===== src/rtl/mul_div_unit.sv =====
// mul_div_unit: multi-cycle signed multiply (radix-2 Booth) and signed divide
// (restoring division on magnitudes with a final sign fix-up).
// A request is taken in IDLE. The unit then runs 32 iterations in RUN and
// publishes the 64-bit result in DONE.
// A divide by zero skips RUN and publishes its fixed result after one cycle.
module mul_div_unit (
  input  logic        clock,
  input  logic        clear,
  input  logic        start,
  input  logic        op,
  input  logic [31:0] A,
  input  logic [31:0] B,
  output logic [31:0] Zhigh,
  output logic [31:0] Zlow,
  output logic        busy,
  output logic        done,
  output logic        div_by_zero
);

  typedef enum logic [1:0] {
    IDLE = 2'd0,
    RUN  = 2'd1,
    DONE = 2'd2
  } state_t;

  state_t      state_q, state_d;
  logic [4:0]  cnt_q, cnt_d;
  logic        op_q, op_d;
  logic [31:0] hi_q, hi_d;        // MUL: Booth accumulator, DIV: partial remainder
  logic [31:0] lo_q, lo_d;        // MUL: multiplier/product low, DIV: dividend/quotient
  logic        qm1_q, qm1_d;      // Booth q_-1 bit
  logic [31:0] mcand_q, mcand_d;  // MUL: multiplicand, DIV: |divisor|
  logic        qneg_q, qneg_d;    // quotient must be negated at the end
  logic        rneg_q, rneg_d;    // remainder must be negated (dividend was negative)
  logic [31:0] zhigh_q, zhigh_d;
  logic [31:0] zlow_q, zlow_d;
  logic        busy_q, busy_d;
  logic        done_q, done_d;
  logic        dbz_q, dbz_d;

  // One-iteration datapath results.
  logic [32:0] booth_sum_s;
  logic [31:0] mul_hi_s;
  logic [31:0] mul_lo_s;
  logic [32:0] rem_shift_s;
  logic [31:0] div_hi_s;
  logic [31:0] div_lo_s;

  // Magnitude of a two's complement value; -2^31 maps to 0x80000000 unsigned.
  function automatic logic [31:0] abs32(input logic [31:0] v);
    return v[31] ? (~v + 32'd1) : v;
  endfunction

  // Two's complement negation, used only when the flag asks for it.
  function automatic logic [31:0] neg_if(input logic [31:0] v, input logic en);
    return en ? (~v + 32'd1) : v;
  endfunction

  // One Booth step and one restoring-division step from the current working registers.
  always_comb begin
    booth_sum_s = {hi_q[31], hi_q};
    case ({lo_q[0], qm1_q})
      2'b01:   booth_sum_s = {hi_q[31], hi_q} + {mcand_q[31], mcand_q};
      2'b10:   booth_sum_s = {hi_q[31], hi_q} - {mcand_q[31], mcand_q};
      default: booth_sum_s = {hi_q[31], hi_q};
    endcase
    // The 33-bit sum keeps the true sign, so the arithmetic shift stays exact
    // even for -2^31 * -2^31.
    mul_hi_s    = booth_sum_s[32:1];
    mul_lo_s    = {booth_sum_s[0], lo_q[31:1]};

    rem_shift_s = {hi_q, lo_q[31]};
    if (rem_shift_s >= {1'b0, mcand_q}) begin
      div_hi_s = 32'(rem_shift_s - {1'b0, mcand_q});
      div_lo_s = {lo_q[30:0], 1'b1};
    end else begin
      div_hi_s = rem_shift_s[31:0];
      div_lo_s = {lo_q[30:0], 1'b0};
    end
  end

  // Next-state, working-register and output-register logic.
  always_comb begin
    state_d = state_q;
    cnt_d   = cnt_q;
    op_d    = op_q;
    hi_d    = hi_q;
    lo_d    = lo_q;
    qm1_d   = qm1_q;
    mcand_d = mcand_q;
    qneg_d  = qneg_q;
    rneg_d  = rneg_q;
    zhigh_d = zhigh_q;
    zlow_d  = zlow_q;
    dbz_d   = dbz_q;
    busy_d  = 1'b0;
    done_d  = 1'b0;

    case (state_q)
      IDLE: begin
        if (start) begin
          op_d   = op;
          cnt_d  = 5'd0;
          qm1_d  = 1'b0;
          hi_d   = 32'd0;
          dbz_d  = 1'b0;
          busy_d = 1'b1;
          if (op) begin
            lo_d    = abs32(A);
            mcand_d = abs32(B);
            qneg_d  = A[31] ^ B[31];
            rneg_d  = A[31];
            if (B == 32'd0) begin
              // The divide-by-zero result is fixed, so it is published on the next edge.
              state_d = DONE;
              done_d  = 1'b1;
              dbz_d   = 1'b1;
              zhigh_d = A;
              zlow_d  = 32'hFFFF_FFFF;
            end else begin
              state_d = RUN;
            end
          end else begin
            lo_d    = B;
            mcand_d = A;
            qneg_d  = 1'b0;
            rneg_d  = 1'b0;
            state_d = RUN;
          end
        end else begin
          state_d = IDLE;
        end
      end
      RUN: begin
        busy_d = 1'b1;
        cnt_d  = cnt_q + 5'd1;
        if (op_q) begin
          hi_d = div_hi_s;
          lo_d = div_lo_s;
        end else begin
          hi_d  = mul_hi_s;
          lo_d  = mul_lo_s;
          qm1_d = lo_q[0];
        end
        if (cnt_q == 5'd31) begin
          // The last iteration loads the result so that it is valid while done is high.
          state_d = DONE;
          done_d  = 1'b1;
          if (op_q) begin
            zhigh_d = neg_if(div_hi_s, rneg_q);
            zlow_d  = neg_if(div_lo_s, qneg_q);
          end else begin
            zhigh_d = mul_hi_s;
            zlow_d  = mul_lo_s;
          end
        end else begin
          state_d = RUN;
        end
      end
      DONE: begin
        state_d = IDLE;
      end
      default: begin
        state_d = IDLE;
      end
    endcase
  end

  // State and data registers with a synchronous active-low clear.
  always_ff @(posedge clock) begin
    if (!clear) begin
      state_q <= IDLE;
      cnt_q   <= 5'd0;
      op_q    <= 1'b0;
      hi_q    <= 32'd0;
      lo_q    <= 32'd0;
      qm1_q   <= 1'b0;
      mcand_q <= 32'd0;
      qneg_q  <= 1'b0;
      rneg_q  <= 1'b0;
      zhigh_q <= 32'd0;
      zlow_q  <= 32'd0;
      busy_q  <= 1'b0;
      done_q  <= 1'b0;
      dbz_q   <= 1'b0;
    end else begin
      state_q <= state_d;
      cnt_q   <= cnt_d;
      op_q    <= op_d;
      hi_q    <= hi_d;
      lo_q    <= lo_d;
      qm1_q   <= qm1_d;
      mcand_q <= mcand_d;
      qneg_q  <= qneg_d;
      rneg_q  <= rneg_d;
      zhigh_q <= zhigh_d;
      zlow_q  <= zlow_d;
      busy_q  <= busy_d;
      done_q  <= done_d;
      dbz_q   <= dbz_d;
    end
  end

  assign Zhigh       = zhigh_q;
  assign Zlow        = zlow_q;
  assign busy        = busy_q;
  assign done        = done_q;
  assign div_by_zero = dbz_q;

endmodule


===== config.mk =====
export PLATFORM = sky130hd
export DESIGN_NAME = mul_div_unit
export DESIGN_NICKNAME = d
export VERILOG_FILES = /design/src/rtl/mul_div_unit.sv
export SDC_FILE = /design/constraint.sdc
export NUM_CORES = 1
export LEC_CHECK = 0
export CAP_MARGIN = 5
export CORE_MARGIN = 3
export CORE_UTILIZATION = 40
export DETAILED_ROUTE_END_ITERATION = 16
export SYNTH_ARGS = -nofsm -noshare
export SYNTH_HDL_FRONTEND = slang
export SYNTH_SLANG_ARGS = --single-unit

===== constraint.sdc =====
create_clock -name clock -period 12.99 [get_ports clock]
set_input_delay 1.9485 -clock clock [delete_from_list [all_inputs] [get_ports clock]]
set_output_delay 1.9485 -clock clock [all_outputs]
set_load 0.05 [all_outputs]

## Word level (Yosys, flattened, before mapping)

Index checks and enable logic that the tools add are counted.

| word-level totals | value |
|---|---|
| register bits after elaboration | 174 |
| bits of input ports | 68 |
| output and inout bits | 67 |
| word-level logic and storage cells | 90 |

| operators by class | value |
|---|---|
| add/subtract/negate cells | 8 |
| magnitude comparators | 1 |
| eq/ne operators | 9 |
| mux-type cells | 46 |
| bitwise operators | 5 |
| reduce and logical (&&, ||, !) cells | 7 |

Operators with widths:

| kind | number |
|---|---|
| 2-to-1 mux 32 bit | 21 |
| one-hot mux 32 bit (2 select lines) | 4 |
| adder 32 x 1 -> 32 bit (second input constant) | 4 |
| inverter 32 bit | 4 |
| one-hot mux 33 bit (2 select lines) | 1 |
| adder 32 x 32 -> 33 bit | 1 |
| >= comparator 33 x 32 -> 1 bit | 1 |
| subtractor 32 x 32 -> 33 bit | 1 |
| logical NOT 32 bit | 1 |
| subtractor 32 bit | 1 |
| 2-to-1 mux 1 bit | 10 |
| inequality test 2 bit (second input constant) | 5 |
| one-hot mux 5 bit (2 select lines) | 1 |
| 2-to-1 mux 2 bit | 4 |
| one-hot mux 1 bit (2 select lines) | 3 |
| adder 5 x 1 -> 5 bit (second input constant) | 1 |
| equality test 5 bit (second input constant) | 1 |
| 2-to-1 mux 5 bit | 1 |
| AND reduction 5 bit | 1 |
| equality test 2 x 1 -> 1 bit (second input constant) | 2 |
| one-hot mux 2 bit (2 select lines) | 1 |
| AND reduction 2 bit | 2 |
| AND reduction 3 bit | 1 |
| equality test 2 bit (second input constant) | 1 |
| 3 further kinds | 3 |

## Logic depth before layout (Yosys ltp)

Gate-level depths: netlist (run 1).

| logic depth | value |
|---|---|
| depth after elaboration | 8 |
| depth in mapped cells | 25 |
| depth with buffers taken out | 19 |

## Worst setup path after synthesis (run 1)

Ideal clock, no wire load.

| path | value |
|---|---|
| kind | reg-to-reg |
| start | register mcand_q[24] |
| end | register zlow_q[28] (netlist: Zlow[28]) |
| library setup time | 0.132 ns |
| arrival | 5.154 ns |
| required time | 12.858 ns |
| slack | 7.703 ns |
| cell stages (with the launch flop) | 26 |
| path buffers | 6 |
| clock period less this slack | 5.287 ns |
| path through | dfxtp_1 > inv_1 > ha_1 > buf_2 > and3_1 > buf_4 > and2_1 > a21o_1 > a221oi_4 > o21ai_4 > inv_2 > buf_6 > buf_2 > buf_2 > ha_1 > nand2_1 > or3_1 > or3_1 > or3_1 > or4_1 > clkbuf_1 > or3_1 > o31ai_1 > xnor2_1 > a21oi_1 > a21oi_1 |

| on the way | value |
|---|---|
| longest elaborated chain between the ends | 8 |

RTL lines:

| item | line | source |
|---|---|---|
| start, declared | 32 | `logic [31:0] mcand_q, mcand_d;` |
| start signal, assigned | 193 | `mcand_q <= mcand_d;` |
| >= comparator 33 x 32 -> 1 bit | 73 | `if (rem_shift_s >= {1'b0, mcand_q}) begin` |
| 2-to-1 mux 1 bit | 73 |  |
| inverter 32 bit | 56 | `return en ? (~v + 32'd1) : v;` |
| adder 32 x 1 -> 32 bit | 56 |  |
| 2-to-1 mux 32 bit | 56 |  |
| 2-to-1 mux 32 bit | 149 | `if (op_q) begin` |
| 2-to-1 mux 32 bit | 145 | `if (cnt_q == 5'd31) begin` |
| one-hot mux 32 bit (2 select lines) | 99 | `case (state_q)` |
| end signal, assigned | 197 | `zlow_q <= zlow_d;` |
| end, declared | 36 | `logic [31:0] zlow_q, zlow_d;` |

Every way passes these cells. The select of a mux whose other input is x is not followed.
A chain may end at the register's enable or synchronous reset.

## Final worst setup path (run 1)

| path | value |
|---|---|
| start | register mcand_q[28] |
| end | register zlow_q[28] (netlist: Zlow[28]) |

Same word-level chain as after synthesis.

==> impl_metrics.py, run 1 <==
metrics = {
    "global_route": {
        "grt_overflow": 0,
        "grt_max_degree": 90,
        "grt_pass1_wl_um": 97060,
        "grt_antenna_before_repair": 1,
        "groute.usage.overall_pct": 29.25,
        "grt_pass1_vias": 16060,
    },
    "route": {
        "ant_nets": 0,
        "drc_errors": 0,
        "routed_wl_um": 64020,
        "dr.pass1.iters": 7,
        "drtIter0Drc": 2046,
        "wl_per_cell_um": 23.04,
        "dr_total_vias": 17660,
        "viasPerCell": 6.356,
    },
    "timing": {
        "rsz0062_at_grt": "false",
        "slew_viol_final": 0,
        "setup_slack_ns": 7.356,
        "finalSetupViolations": 0,
        "finalCriticalPeriod_ns": 5.634,
        "fin_crit_sh_pct": 43.37,
        "tns_ns": 0,
        "slew-limit-headroom_pct": 36.60,
        "fmax_ghz": 0.1775,
        "finalHoldViolCount": 0,
        "clock_skew_ns": 0.01496,
        "tightestPinTransition_ns": 0.9476,
    },
    "clock_tree": {
        "clk_path_buf_depth": 2,
        "clk_latency_ns": 0.45,
        "cts.clk_slew.worst_paths_ns": 0.07,
        "clockRootBuffer": "clkbuf_16",
        "postCtsSetupBuffers": 0,
        "tritoncts": "built",
        "ctsHtreeMaxLevel": 4,
        "cts_resized": 0,
        "cts_sinks": 173,
        "postCtsHoldBufs": 0,
        "cts_buffers": 17,
    },
    "yosys": {
        "synth_top_area_share_pct": 21.49,
        "synthDistinctLibCells": 92,
        "seq_area_frac_synth_pct": 21.49,
        "yosysMostFrequentCell": "nor2_1",
        "syn_area_per_cell_um2": 7.217,
        "syn_nets": 2375,
        "async_flop_share_pct": 0,
        "synth-seq-cells": 173,
        "synth_cells": 2233,
        "synth.top_cells.by_area": "dfxtp_1 (21%), a21oi_1 (8.7%), nor2_1 (6.7%), ha_1 (5.6%), xor2_1 (4.9%)",
        "synth_flop_cell": "dfxtp_1",
        "synth_top_area_cell": "dfxtp_1",
        "synth_warnings": 0,
        "synth_commonest_cells": "nor2_1 (287), a21oi_1 (280), dfxtp_1 (173), nand2_1 (157), o21ai_0 (126)",
        "synth-edff-count": 0,
        "synth_area_um2": 16120,
    },
    "power": {
        "p_int_mw": 1.224,
        "power.share.clock_pct": 26.1,
        "p_sw_share_pct": 43.37,
        "vdd_ir_drop_max_mv": 0.08184,
        "power.density_nw_per_um2": 118.3,
        "pwr-share-comb_pct": 46.1,
        "cellLeakagePower_nw": 6.834,
        "p_sw_mw": 0.9374,
        "p_seq_share_pct": 27.8,
        "total_power_mw": 2.161,
    },
    "placed_design": {
        "place_ws_ns": 7.158,
        "port_buffers": 134,
        "hpwl_um": 48000,
        "gp_congestion": 0.9969,
    },
    "critical_path": {
        "crit_type": "flop to flop",
        "r2r_end": "Zlow[28]",
        "crit_path_start_kind": "flop",
        "required_ns": 13.29,
        "crit_start": "mcand_q[28]",
        "crit_path_end": "Zlow[28]",
        "arrival_ns": 5.93,
        "reg2reg_depth": 19,
        "r2r_start": "mcand_q[28]",
        "critPathMaxFanout": 6,
        "cp-end-kind": "flop",
        "rrSetupSlack_ns": 7.36,
    },
    "hold_path": {
        "hold_class": "flop to flop",
    },
    "die": {
        "die_x_um": 206.7,
        "die-area_um2": 42730,
        "ios": 135,
        "rows": 72,
        "die_h_um": 206.7,
        "initial_utilization_pct": 41.12,
        "core_area_um2": 39190,
    },
    "status": {
        "status": "finished clean",
    },
    "run": {
        "cap_violations": 0,
    },
    "final_layout": {
        "final_nets": 2390,
        "nFillCells": 3986,
        "post-route-util_pct": 46.62,
        "syn_to_final_growth_pct": 13.37,
        "drive_above_1_share_pct": 6.015,
        "diodes": 0,
    },
}
==> layout by cell type, fill, tap and decap left out, types with 15 or more instances in the layout <==
cell type        synthesis  routed
nor2_1                 287     286
a21oi_1                280     280
dfxtp_1                173     172
nand2_1                157     156
clkdlybuf4s50_1          0     132
o21ai_0                126     126
xor2_1                  91      91
xnor2_1                 82      82
inv_1                   72      72
ha_1                    72      72
a211oi_1                54      54
nor3_1                  50      50
mux2i_1                 37      37
a21o_1                  36      36
nand3_1                 33      33
o31ai_1                 31      31
or3_1                   27      27
a31oi_1                 27      27
buf_4                    1      25
mux2_2                  23      23
o211ai_1                23      23
o21a_1                  23      23
or4_1                   21      21
nor2b_1                 20      19
a222oi_1                18      18
o41ai_1                 18      18
clkbuf_16                0      17
and3_1                  16      16
nand4_1                 16      16
a221oi_1                16      16
nor4_1                  15      15
==> state kept, by name, indices dropped and copies added (netlist names) <==
| name | flops |
|---|---|
| qneg_q | 1 |
| lo_q | 32 |
| mcand_q | 32 |
| Zhigh | 32 |
| state_q | 2 |
| busy | 1 |
| qm1_q | 1 |
| Zlow | 32 |
| cnt_q | 5 |
| op_q | 1 |
| rneg_q | 1 |
| div_by_zero | 1 |
| hi_q | 32 |
==> through the flow <==
step	cell area [um^2]	hold slack, ns	instances
floorplan	16120	0.4459	2233
global placement	17650	0.4401	2747
finish	18270	0.4620	2779
CTS	18270	0.4677	2779
detailed placement	17650	0.4575	2747
global route	18270	0.4787	2779
==> power groups by stage <==
stage                     Clock, mW  Sequential [mW]  Combinational [mW]
after detailed placement          0            0.612               0.965
after global routing          0.586            0.604                1.08
after floorplan                   0            0.588               0.712
after global placement            0            0.611               0.962
after CTS                     0.567            0.599               0.971
final                         0.564            0.602               0.996
==> final cells by class <==
| cell class | count | area (um^2) | share of cell area [%] |
|---|---|---|---|
| multi-input combinational | 1822 | 11730 | 64.22 |
| sequential | 173 | 3467 | 18.98 |
| timing repair buffer | 158 | 1514 | 8.287 |
| tap | 518 | 648.1 | 3.547 |
| clock buffer | 19 | 442.9 | 2.424 |
| inverter | 76 | 287.8 | 1.575 |
| clock inverter | 13 | 176.4 | 0.9656 |
==> kinds of logic (layout without fill, tap and decap cells) <==
group	count (synthesis)	after routing	share of synthesized area, %
DFF	173	173	21.49
buffers and inverters	238	266	5.862
muxes	60	60	3.905
xor gates and xnor gates	173	173	9.402
adders and majority gates	74	74	5.838
and+or+nand+nor	705	705	20.36
AOI/OAI and AO/OA	810	810	33.14
==> worst min-delay path by stage <==
| stage | cells past startpoint | startpoint | end |
|---|---|---|---|
| 3_5_place_dp | 2 | Zhigh[1] | Zhigh[1] |
| 5_1_grt | 2 | Zhigh[7] | Zhigh[7] |
| 4_1_cts | 2 | Zhigh[1] | Zhigh[1] |
| 2_1_floorplan | 2 | mcand_q[1] | mcand_q[1] |
| 3_3_place_gp | 2 | Zhigh[5] | Zhigh[5] |
| 6_report | 2 | Zhigh[1] | Zhigh[1] |
==> worst max-delay path, stage by stage (launching register included) <==
cell and delay [ns]:
dfxtp_1 0.48, inv_1 0.08, ha_1 0.38, a21o_1 0.22
a31oi_1 0.35, o21ai_0 0.38, a221oi_4 0.39, o21ai_4 0.17
inv_2 0.10, ha_1 0.19, nand2_1 0.09, or3_1 0.32
or3_1 0.34, or3_1 0.38, or4_1 0.56, or3_1 0.41
o31ai_1 0.27, xnor2_1 0.10, a21oi_1 0.18, a21oi_1 0.08
==> per-layer routing <==
layer | global-route usage, % | wire [um] | vias to the layer above
met5 | 0 | 13 | -
met2 | 44.35 | 27640 | 866
li1 | - | - | 8255
met1 | 42.59 | 28530 | 8435
met4 | 9.150 | 1911 | 2
met3 | 4.501 | 5922 | 105
(Power assumes the default switching activity.)
==> run 2: changes to the inputs <==
==> constraint.sdc (replaced) <==
create_clock -name clock -period 4.6 [get_ports clock]
set_input_delay 0.69 -clock clock [delete_from_list [all_inputs] [get_ports clock]]
set_output_delay 0.69 -clock clock [all_outputs]
set_load 0.05 [all_outputs]
==> run 2 against run 1 <==
The run now ends with negative setup slack left. Non-clock buffer count is 275 higher. Highest routed layer is now met4. Register-to-register slack worse by 7.4 ns. Hold slack worse by 0.0092 ns. Combinational power increased to 3.6 times the previous value.
==> impl_metrics.py, run 2 (synthesis gave the netlist of run 1 again) <==
metrics = {
    "critical_path": {
        "r2r_end": "Zlow[28]",
        "arrival_ns": 5.00,
        "critPathMaxFanout": 3,
        "crit_start": "mcand_q[27]",
        "cp-end-kind": "flop",
        "reg2reg_depth": 21,
        "crit_path_start_kind": "flop",
        "crit_path_end": "Zlow[28]",
        "required_ns": 4.99,
        "crit_type": "flop to flop",
        "r2r_start": "mcand_q[27]",
        "rrSetupSlack_ns": -0.008,
    },
    "timing": {
        "tightestPinTransition_ns": 1.079,
        "fmax_ghz": 0.2170,
        "rsz0062_at_grt": "true",
        "setup_slack_ns": -0.008122,
        "finalSetupViolations": 1,
        "finalHoldViolCount": 0,
        "slew_viol_final": 0,
        "slew-limit-headroom_pct": 28.06,
        "clock_skew_ns": 0.01903,
        "finalCriticalPeriod_ns": 4.608,
        "fin_crit_sh_pct": 100.2,
    },
    "status": {
        "status": "finished with violations",
        "violations": "negative setup slack",
    },
    "final_layout": {
        "nFillCells": 3760,
        "post-route-util_pct": 54.03,
        "diodes": 0,
        "mostFrequentLayoutCells": "buf_4 (290), nor2_1 (283), a21oi_1 (274)",
        "ff_latch_area_um2": 3500,
        "drive_above_1_share_pct": 21.10,
        "multiInputGateArea_um2": 12480,
        "final_common_cell": "buf_4",
        "syn_to_final_growth_pct": 31.39,
        "final_nets": 2665,
        "finalInstanceArea_um2": 21170,
    },
    "route": {
        "drc_errors": 0,
        "dr.pass1.iters": 6,
        "drtIter0Drc": 2149,
        "viasPerCell": 6.098,
        "ant_nets": 0,
        "wl_per_cell_um": 22.31,
        "routed_wl_um": 68130,
        "dr_total_vias": 18620,
    },
    "die": {
        "core_area_um2": 39190,
        "die_h_um": 206.7,
        "rows": 72,
        "initial_utilization_pct": 41.12,
        "ios": 135,
        "die-area_um2": 42730,
        "die_x_um": 206.7,
    },
    "power": {
        "cellLeakagePower_nw": 8.337,
        "vdd_ir_drop_max_mv": 0.1972,
        "total_power_mw": 6.752,
        "power.density_nw_per_um2": 318.9,
    },
    "global_route": {
        "grt_pass1_wl_um": 103500,
        "groute.usage.overall_pct": 31.04,
        "grt_antenna_before_repair": 1,
        "grt_overflow": 0,
        "grt_pass1_vias": 17480,
        "grt_max_degree": 90,
    },
    "placed_design": {
        "gp_congestion": 0.9788,
        "dpl_cell_area_um2": 19690,
        "hpwl_um": 51990,
        "port_buffers": 134,
    },
    "clock_tree": {
        "cts_sinks": 173,
        "ctsHtreeMaxLevel": 4,
        "tritoncts": "built",
        "cts.clk_slew.worst_paths_ns": 0.08,
        "cts_buffers": 17,
        "clk_path_buf_depth": 2,
        "clockRootBuffer": "clkbuf_16",
        "clk_latency_ns": 0.46,
    },
    "hold_path": {
        "hold_class": "flop to flop",
        "min_from": "Zhigh[1]",
    },
    "run": {
        "cap_violations": 0,
    },
}
==> run 2: cell count changes in the layout (fill, tap and decap cells not counted), sizes merged <==
| cell | previous run | this run |
|---|---|---|
| buf | 26 | 301 |
| bufinv | 3 | 0 |
| inv | 80 | 83 |
| clkbuf | 19 | 17 |
| clkinvlp | 2 | 0 |
| clkinv | 4 | 8 |
==> run 2: final cells by class <==
class                           instances  share of cell area, %
Clock inverter                         15                 0.7682
Clock buffer                           17                  2.009
Timing Repair Buffer                  433                  17.28
Multi-Input combinational cell       1822                  58.93
Sequential cell                       173                  16.53
Tap cell                              518                  3.061
Inverter                               76                  1.418
==> run 2: stage by stage <==
stage                     cells  hold WS (ns)  worst slack [ns]  setup TNS, ns
after floorplan            2233        0.4459           -0.3338         -1.531
after detailed placement   3003        0.4448           -0.1933         -1.486
after global placement     3003        0.4415          -0.08382        -0.3653
after global routing       3054        0.4746           -0.2056        -0.5296
final                      3054        0.4528         -0.008122      -0.008122
after CTS                  3039        0.4553          0.005455              0
==> run 2: what timing repair did <==
item / in CTS / in global routing
gates resized for setup: 7 / 153
endpoints found under the hold margin: 0 / 0
setup buffers: 4 / 16
pin swaps: 3 / 47
setup endpoints to repair: 19 / 33
hold buffers: 0 / 0
==> run 2: per-layer routing <==
metal	GRT usage (%)	part of all wire, %	up-vias
met5	0	0	-
met4	9.487	2.9	0
met2	47.56	43	898
li1	-	-	8794
met1	44.86	45	8808
met3	4.814	8.7	123
==> run 2: where the power goes <==
part	switching, mW	internal, mW	total (mW)
registers	0.0894	1.56	1.65
clock network	0.787	0.735	1.52
logic	2.08	1.50	3.58
total	2.95	3.80	6.75
==> run 2: worst max-delay path: stages, from the launching register on <==
cell	delay, ns
dfxtp_1	0.35
inv_1	0.08
ha_1	0.23
a21o_1	0.22
a31oi_4	0.17
o21ai_1	0.08
buf_4	0.16
a221oi_4	0.23
o21ai_4	0.13
buf_6	0.15
inv_6	0.06
ha_4	0.14
nand2_4	0.04
or3_4	0.33
or3_4	0.34
or3_4	0.34
or4_4	0.53
or3_4	0.43
o31ai_4	0.18
xnor2_1	0.15
a21oi_1	0.08
a21oi_1	0.12
==> run 2: worst min path at each step <==
stage	slack [ns]	cells after the start	to
after floorplan	0.45	2	mcand_q[1]
after global placement	0.44	2	Zhigh[1]
after detailed placement	0.44	2	Zhigh[1]
after CTS	0.46	2	Zhigh[1]
after global routing	0.47	2	Zhigh[5]
final	0.45	2	Zhigh[1]
==> run 3: changes to the inputs <==
--- a/config.mk
+++ b/config.mk
@@ -9,6 +9,8 @@
 export CORE_MARGIN = 3
 export CORE_UTILIZATION = 40
 export DETAILED_ROUTE_END_ITERATION = 16
+export GPL_ROUTABILITY_DRIVEN = 0
 export SYNTH_ARGS = -nofsm -noshare
 export SYNTH_HDL_FRONTEND = slang
 export SYNTH_SLANG_ARGS = --single-unit
+export TNS_END_PERCENT = 10
==> run 3 against run 2 <==
The flow now finishes without violations. Die area is the same. Core utilization shrank 2.1 points. Final area shrank 4.0%. Critical path type unchanged. Critical endpoint unchanged. Largest power group unchanged.
==> impl_metrics.py, run 3 (synthesis gave the netlist of run 1 again) <==
metrics = {
    "status": {
        "status": "finished clean",
    },
    "critical_path": {
        "path_depth": 19,
        "cpMaxStageDelayCell": "or4_4",
        "crit_type": "flop to flop",
        "r2r_start": "mcand_q[9]",
        "crit_start": "mcand_q[9]",
        "path_cells": "inv_1 > ha_1 > nand4_1 > nor4_4 > buf_4 > a221oi_4 > o21ai_4 > inv_2 > ha_2 > nand2_1 > or3_1 > or3_1 > or3_4 > or4_4 > or3_4 > o31ai_4 > xnor2_1 > a21oi_1 > a21oi_1",
        "rrSetupSlack_ns": 0.02,
        "max_stage_delay_ns": 0.45,
        "crit_path_start_kind": "flop",
        "crit_path_end": "Zlow[28]",
        "arrival_ns": 4.96,
        "required_ns": 4.98,
        "cp_num_buf_inv": 3,
        "path_delay_family": "simple AND/OR/NAND/NOR gates",
        "reg2reg_depth": 19,
        "critPathMaxFanout": 5,
        "r2r_end": "Zlow[28]",
        "cp-end-kind": "flop",
    },
    "clock_tree": {
        "clockRootBuffer": "clkbuf_16",
        "ctsHtreeMaxLevel": 4,
        "tritoncts": "built",
        "clk_path_buf_depth": 2,
        "cts_buffers": 17,
        "cts_sinks": 173,
        "clk_latency_ns": 0.46,
        "postCtsHoldBufs": 0,
        "cts.clk_slew.worst_paths_ns": 0.07,
    },
    "final_layout": {
        "nFillCells": 3785,
        "ff_latch_area_um2": 3472,
        "mostFrequentLayoutCells": "nor2_1 (284), a21oi_1 (276), buf_4 (251)",
        "final_nets": 2619,
        "multiInputGateArea_um2": 12050,
        "syn_to_final_growth_pct": 26.19,
        "final_common_cell": "nor2_1",
        "drive_above_1_share_pct": 17.11,
        "diodes": 0,
        "post-route-util_pct": 51.89,
    },
    "global_route": {
        "grt_overflow": 0,
        "grt_antenna_before_repair": 1,
        "met3_usage_pct": 6.178,
        "grt_use_met1_pct": 43.43,
        "grt_max_degree": 73,
        "grt.busiest_layer": "met2",
        "grt_pass1_vias": 17250,
        "grt_pass1_wl_um": 102100,
        "groute.usage.overall_pct": 30.63,
        "use_met2_pct": 46.56,
    },
    "die": {
        "die_x_um": 206.7,
        "initial_utilization_pct": 41.12,
        "core_area_um2": 39190,
        "die-area_um2": 42730,
        "ios": 135,
        "die_h_um": 206.7,
        "rows": 72,
    },
    "timing": {
        "tns_ns": 0,
        "rsz0062_at_grt": "true",
        "clock_skew_ns": 0.01922,
        "finalHoldViolCount": 0,
        "fmax_ghz": 0.2186,
        "slew_viol_final": 0,
        "tightestPinTransition_ns": 1.227,
        "fin_crit_sh_pct": 99.47,
        "finalSetupViolations": 0,
        "finalCriticalPeriod_ns": 4.576,
        "slew-limit-headroom_pct": 18.13,
    },
    "route": {
        "dr.pass1.iters": 7,
        "wl_per_cell_um": 22.32,
        "routed_wl_um": 67130,
        "drc_errors": 0,
        "viasPerCell": 6.191,
        "dr_total_vias": 18620,
        "ant_nets": 0,
        "drtIter0Drc": 2001,
    },
    "hold_path": {
        "min_from": "Zhigh[7]",
        "hold_class": "flop to flop",
    },
    "placed_design": {
        "port_buffers": 134,
        "hpwl_um": 51250,
    },
    "power": {
        "vdd_ir_drop_max_mv": 0.2404,
        "cellLeakagePower_nw": 8.020,
        "power.density_nw_per_um2": 322.3,
    },
    "run": {
        "cap_violations": 0,
    },
}
[run 3: changes by cell type in the layout (fill, tap and decap cells not counted), sizes merged]
cell      previous run  this run
buf                301       255
clkinv               8         5
clkinvlp             0         3
inv                 83        81
bufinv               0         1
clkbuf              17        18
[run 3: layout make-up]
class | instances | share of cell area [%]
multi-input combinational | 1822 | 59.23
sequential | 173 | 17.07
timing repair buffer | 387 | 16.08
tap | 518 | 3.187
clock buffer | 18 | 2.160
inverter | 76 | 1.415
clock inverter | 14 | 0.8491
[run 3: what timing repair did]
item                                    4_1_cts  5_1_grt
pin swaps                                     1       16
resized for setup                            15       60
setup buffers                                 1        4
endpoints found under the setup margin       24       34
[run 3: tightest hold or removal path, cell delays in order, from the launching register on]
cell,delay [ns]
dfxtp_1,0.31
nand2_1,0.05
a21oi_1,0.05
[run 3: per-layer routing]
| layer | routed length (um) | part of all wire (%) | vias to the layer above |
|---|---|---|---|
| li1 | - | - | 8712 |
| met2 | 28890 | 43 | 986 |
| met5 | 13 | 0.019 | - |
| met1 | 29250 | 44 | 8804 |
| met3 | 6802 | 10 | 119 |
| met4 | 2177 | 3.2 | 2 |
[run 3: how the worst min path moves through the flow]
stage	cells past startpoint	endpoint	slack, ns
after floorplan	2	mcand_q[1]	0.45
after CTS	2	Zhigh[1]	0.46
after detailed placement	2	Zhigh[5]	0.45
after global placement	2	Zhigh[5]	0.44
final	2	Zhigh[7]	0.46
after global routing	2	Zhigh[7]	0.48
[run 3: stage by stage]
stage | total power, mW | setup slack [ns] | area [um^2] | hold WS (ns) | instances
5_1_grt | 6.868 | -0.2402 | 20340 | 0.4770 | 3008
3_5_place_dp | 4.815 | -0.2702 | 19390 | 0.4521 | 2971
6_report | 6.554 | 0.02446 | 20340 | 0.4591 | 3008
4_1_cts | 6.392 | -0.001656 | 20070 | 0.4629 | 3004
3_3_place_gp | 4.785 | -0.1326 | 19390 | 0.4380 | 2971
2_1_floorplan | 3.683 | -0.4105 | 16150 | 0.4459 | 2233
[run 3: report_power, final]
part           switching [mW]  internal, mW  total [mW]
logic                    2.00          1.35        3.35
clock network           0.768         0.795        1.56
registers              0.0819          1.56        1.64
total                    2.85          3.70        6.55
